==> config.mk <==
export PLATFORM = sky130hd
export DESIGN_NAME = dw3_11_gen
export DESIGN_NICKNAME = d
export VERILOG_FILES = /design/src/rtl/dw3_11_gen.sv
export SDC_FILE = /design/constraint.sdc
export NUM_CORES = 1
export LEC_CHECK = 0
export CORE_MARGIN = 1.5
export CORE_UTILIZATION = 23
export DETAILED_ROUTE_END_ITERATION = 10
export DONT_BUFFER_PORTS = 1
export SYNTH_ARGS = -nofsm -noshare
export SYNTH_HDL_FRONTEND = slang
export SYNTH_SLANG_ARGS = --single-unit
==> constraint.sdc <==
create_clock -name clk -period 7.8 [get_ports clk]
set_input_delay 1.56 -clock clk [delete_from_list [all_inputs] [get_ports clk]]
set_output_delay 1.56 -clock clk [all_outputs]
set_load 0.01 [all_outputs]
==> src/rtl/dw3_11_gen.sv <==
// dw3_11_gen: batch gradient accumulator for the w3_11 weight.
// Each accepted sample contributes delta3_1 * a2_1 (Q6.10 x Q6.10 -> Q12.20,
// rescaled to Q6.10) to a running sum. After BATCH samples the block emits
// dw3_11 = sat16(-(sum >>> LR_SHIFT)) with a one-cycle select_update pulse.
//
// state | meaning
// ------+-----------------------------------------------------------------
// IDLE  | ready for a sample; operands are captured when sample_valid=1
// MUL   | form the full 32-bit signed product of the captured operands
// ACC   | add the rescaled product into the accumulator; emit on last sample
module dw3_11_gen #(
   parameter int BATCH    = 4,
   parameter int LR_SHIFT = 3
) (
   input  logic               clk,
   input  logic               reset,
   input  logic               clear,
   input  logic               sample_valid,
   output logic               sample_ready,
   input  logic signed [15:0] delta3_1,
   input  logic signed [15:0] a2_1,
   output logic signed [15:0] dw3_11,
   output logic               select_update
);

   localparam logic [1:0] IDLE = 2'd0;
   localparam logic [1:0] MUL  = 2'd1;
   localparam logic [1:0] ACC  = 2'd2;

   localparam logic [4:0] LAST_CNT = 5'(BATCH - 1);

   logic [1:0]         state;
   logic [1:0]         state_nxt;
   logic signed [15:0] delta_q;
   logic signed [15:0] a2_q;
   logic signed [31:0] prod;
   logic signed [23:0] acc;
   logic [4:0]         cnt;

   logic signed [23:0] prod_term;
   logic signed [23:0] acc_sum;
   logic signed [23:0] acc_shr;
   logic signed [24:0] neg_val;
   logic signed [15:0] dw_sat;
   logic               last_sample;

   // Moore handshake: a sample can only be taken while waiting in IDLE.
   assign sample_ready = (state == IDLE);

   // The accumulate step is the one that closes a batch when the counter has
   // already seen BATCH-1 samples.
   assign last_sample = (state == ACC) && (cnt == LAST_CNT);

   // Product rescaled from Q12.20 to Q6.10; arithmetic shift floors toward
   // minus infinity. The shifted value fits in 22 bits, so 24 bits hold it.
   assign prod_term = 24'(prod >>> 10);

   // Accumulator datapath and output scaling. The negation is done one bit
   // wider than the accumulator so that negating the most negative value
   // cannot wrap before the clamp.
   always_comb begin
      acc_sum = acc + prod_term;
      acc_shr = acc_sum >>> LR_SHIFT;
      neg_val = 25'sd0 - 25'(acc_shr);
      if (neg_val > 25'sd32767) begin
         dw_sat = 16'sh7FFF;
      end else if (neg_val < -25'sd32768) begin
         dw_sat = -16'sh8000;
      end else begin
         dw_sat = neg_val[15:0];
      end
   end

   // Next-state logic; clear returns to IDLE from any state.
   always_comb begin
      state_nxt = state;
      case (state)
         IDLE:    if (sample_valid) state_nxt = MUL;
         MUL:     state_nxt = ACC;
         ACC:     state_nxt = IDLE;
         default: state_nxt = IDLE;
      endcase
      if (clear) begin
         state_nxt = IDLE;
      end
   end

   // State register.
   always_ff @(posedge clk or posedge reset) begin
      if (reset) begin
         state <= IDLE;
      end else begin
         state <= state_nxt;
      end
   end

   // Operand capture on acceptance; a sample offered with clear is dropped.
   always_ff @(posedge clk or posedge reset) begin
      if (reset) begin
         delta_q <= '0;
         a2_q    <= '0;
      end else if ((state == IDLE) && sample_valid && !clear) begin
         delta_q <= delta3_1;
         a2_q    <= a2_1;
      end
   end

   // Full-precision signed product of the captured operands.
   always_ff @(posedge clk or posedge reset) begin
      if (reset) begin
         prod <= '0;
      end else if ((state == MUL) && !clear) begin
         prod <= 32'(delta_q) * 32'(a2_q);
      end
   end

   // Batch accumulator and sample counter; both restart on clear or at the
   // end of every batch.
   always_ff @(posedge clk or posedge reset) begin
      if (reset) begin
         acc <= '0;
         cnt <= '0;
      end else if (clear) begin
         acc <= '0;
         cnt <= '0;
      end else if (state == ACC) begin
         if (last_sample) begin
            acc <= '0;
            cnt <= '0;
         end else begin
            acc <= acc_sum;
            cnt <= cnt + 5'd1;
         end
      end
   end

   // Output register: dw3_11 only changes on a batch close, select_update
   // is high for exactly the cycle after that edge. clear suppresses both.
   always_ff @(posedge clk or posedge reset) begin
      if (reset) begin
         dw3_11        <= '0;
         select_update <= 1'b0;
      end else begin
         select_update <= 1'b0;
         if (last_sample && !clear) begin
            dw3_11        <= dw_sat;
            select_update <= 1'b1;
         end
      end
   end

endmodule

==> flow_summary.toml <==
[synth]
synth-seq-cells = 102
synthFlopType = "dfrtp_1"
synth_fp_nets = 2002
syn_avg_cell_area_um2 = 9.47
yosys_warnings = 0
syn-cell-area_mm2 = 0.0151
yosysSeqAreaShare_pct = 16.9
netlist_instances = 1599
yosysUniqueCellTypes = 69
synth_edf_count = 0
async_reset_ff_share_pct = 100

[placed_design]
hpwlAfterDp_mm = 30.7
port_buffers = 0
gp_congestion = 0.910

[global_route]
grt_overflow_total = 0
grt_max_degree = 69
met3_usage_pct = 2.37
grt_pass1_vias = 11400
grt_antenna_before_repair = 0
grt_pass1_wl_mm = 62.4
gr-usage-met1_pct = 16.5
grtUsageMet2_pct = 18.0
grt_busiest_layer = "met2"
grt.total_usage_pct = 11.6

[layout]
fill_cells = 6879
nets = 1961
layout-drive-gt1-share_pct = 4.16
multi_input_area_mm2 = 0.0112
area_delta_synth_final_pct = 8.07
seqCellArea_mm2 = 0.00255

[floorplanning]
fp.dieH_um = 260
core_area_mm2 = 0.0648
start_util_pct = 23.4
rows = 93
die_area_mm2 = 0.0674
ios = 54
die_w_um = 260

[clocking]
cts.sinks = 102
clk-insertion-delay-late_ns = 0.39
cts_buffer_depth = 2
cts_resized = 0
clk_pin_slew_ns = 0.08
postCtsSetupBuffers = 0
htreeDepth = 3
cts_tree = "yes"
hold_buffers = 0
cts_made_buffers = 9
clockRootBuffer = "clkbuf_16"

[hold_path]
hold_start = "acc[13]"
hold_depth = 2
hold_class = "flop to flop"
whs_endpoint = "acc[13]"

[route]
dr.pass1.iters = 5
drt-total-wl_mm = 37.2
post_drt_wl_per_cell_um = 15.4
vias = 10700
viasPerCell = 4.43
drc = 0
drtIter0Drc = 750
antenna_left = 0

[worst_setup_path]
rr_worst_depth = 22
worstSetupPathType = "flop to flop"
r2r_start = "a2_q[1]"
critPathLaunchType = "flop"
r2r_slack_ns = 1.0
cp-end-kind = "flop"
path_max_fanout = 17
r2r-end = "prod[29]"
cp.arrival_ns = 7.06
crit_required_ns = 8.06

[sta]
drv_slew = 0
worst_slew_pin_slew_ns = 1.16
grt_setup_unrepaired = "no"
tns_ns = 0
setup_viol = 0
fmaxAchievable_mhz = 147
hold_viol_final = 0
period_share_pct = 87.2
slew_headroom_pct = 21.5
fin_crit_ns = 6.80
fin_worst_skew_ns = 0.0217

[flow_run]
drv_cap = 0

[run_status]
outcome = "completed"
-- cells by family (layout without fill, tap and decap cells) --
family	after synthesis	count (layout)	synth area share [%]
fa+ha+maj	367	367	43.3
xor+xnor	62	62	3.58
compound gates	203	203	9.15
other cells	0	1	0
mux	31	31	2.30
buf+inv	363	327	9.14
simple gates	471	471	15.7
flops	102	102	16.9
-- per-stage QoR --
stage | area [um2] | util (%) | std cells | hold WS, ns | worst slack, ns
after detailed placement | 16000 | 24.8 | 2402 | 0.479 | 0.992
after CTS | 16400 | 25.3 | 2418 | 0.496 | 1.00
after global routing | 16400 | 25.3 | 2418 | 0.531 | 0.567
final | 16400 | 25.3 | 2419 | 0.491 | 0.995
after floorplan | 15100 | - | 1599 | 0.454 | 1.53
after global placement | 16000 | 24.8 | 2402 | 0.470 | 1.07
-- worst max path at each step --
stage / cells past startpoint / to / startpoint
after CTS: 22 / prod[29] / a2_q[1]
final: 22 / prod[29] / a2_q[1]
after detailed placement: 22 / prod[29] / a2_q[1]
after global routing: 23 / prod[31] / a2_q[9]
after global placement: 22 / prod[29] / a2_q[8]
after floorplan: 24 / prod[31] / a2_q[8]
-- cell usage in the layout (no fill, tap or decap), types with 17 or more instances in the layout --
| cell | count |
|---|---|
| xor2_1 | 21 |
| dfrtp_1 | 102 |
| ha_1 | 105 |
| o21ai_0 | 57 |
| nand3_1 | 17 |
| fa_1 | 262 |
| nor3_1 | 20 |
| a21o_1 | 17 |
| a221o_1 | 18 |
| mux2_2 | 31 |
| and2_1 | 132 |
| a21oi_1 | 37 |
| nand2_1 | 187 |
| nor2_1 | 46 |
| inv_1 | 301 |
| xnor2_1 | 41 |
-- per-layer routing --
layer | part of all wire (%) | routed length, um
met5 | 0 | 0
met4 | 1.6 | 604
met3 | 6.1 | 2250
met2 | 44 | 16400
met1 | 48 | 17900
-- cell usage after synthesis, types with 8 or more instances --
library cell	instances	area [um2]
a21o_1	17	128
o21ai_0	57	285
nand3_1	17	85.1
nor3_1	20	100
a22o_1	10	87.6
fa_1	262	5250
mux2_2	31	349
clkbuf_1	54	203
a21oi_1	37	185
nand4_1	12	75.1
xnor2_1	41	359
dfrtp_1	102	2550
nand2b_1	9	56.3
ha_1	105	1310
xor2_1	21	184
a31oi_1	8	50.1
a221o_1	18	180
inv_1	302	1130
nand2_1	187	702
nor2_1	46	173
and3_1	8	50.1
and2_1	132	826
-- final cells by class --
cell class / count / share of cell area [%]
inverter: 302 / 6.94
timing repair buffer: 9 / 0.413
multi-input combinational: 1134 / 68.5
clock inverter: 6 / 0.520
antenna: 1 / 0.0153
clock buffer: 10 / 1.46
sequential: 102 / 15.6
tap: 855 / 6.54
-- worst max-delay path, stage by stage (launching register included) --
cell      delay, ns
dfrtp_1        0.71
nand2_1        0.20
fa_1           0.55
fa_1           0.54
fa_1           0.53
inv_1          0.06
fa_1           0.51
fa_1           0.56
inv_1          0.06
fa_1           0.52
inv_1          0.04
ha_1           0.37
a21o_1         0.19
a21o_1         0.17
a21o_1         0.18
a211o_1        0.28
a21oi_1        0.18
o21ai_0        0.22
a31oi_1        0.24
nand2b_1       0.12
a21oi_1        0.19
xor2_1         0.16
o21ai_0        0.09
-- sequential cells by signal, summed over array words and instances (netlist names) --
register	flops
acc	24
prod	22
select_update	1
delta_q	16
cnt	5
dw3_11	16
state	2
a2_q	16
Power is left out: the tool's default activity adds up to more than one toggle a clock period on the data nets, which glitch-free logic cannot reach.
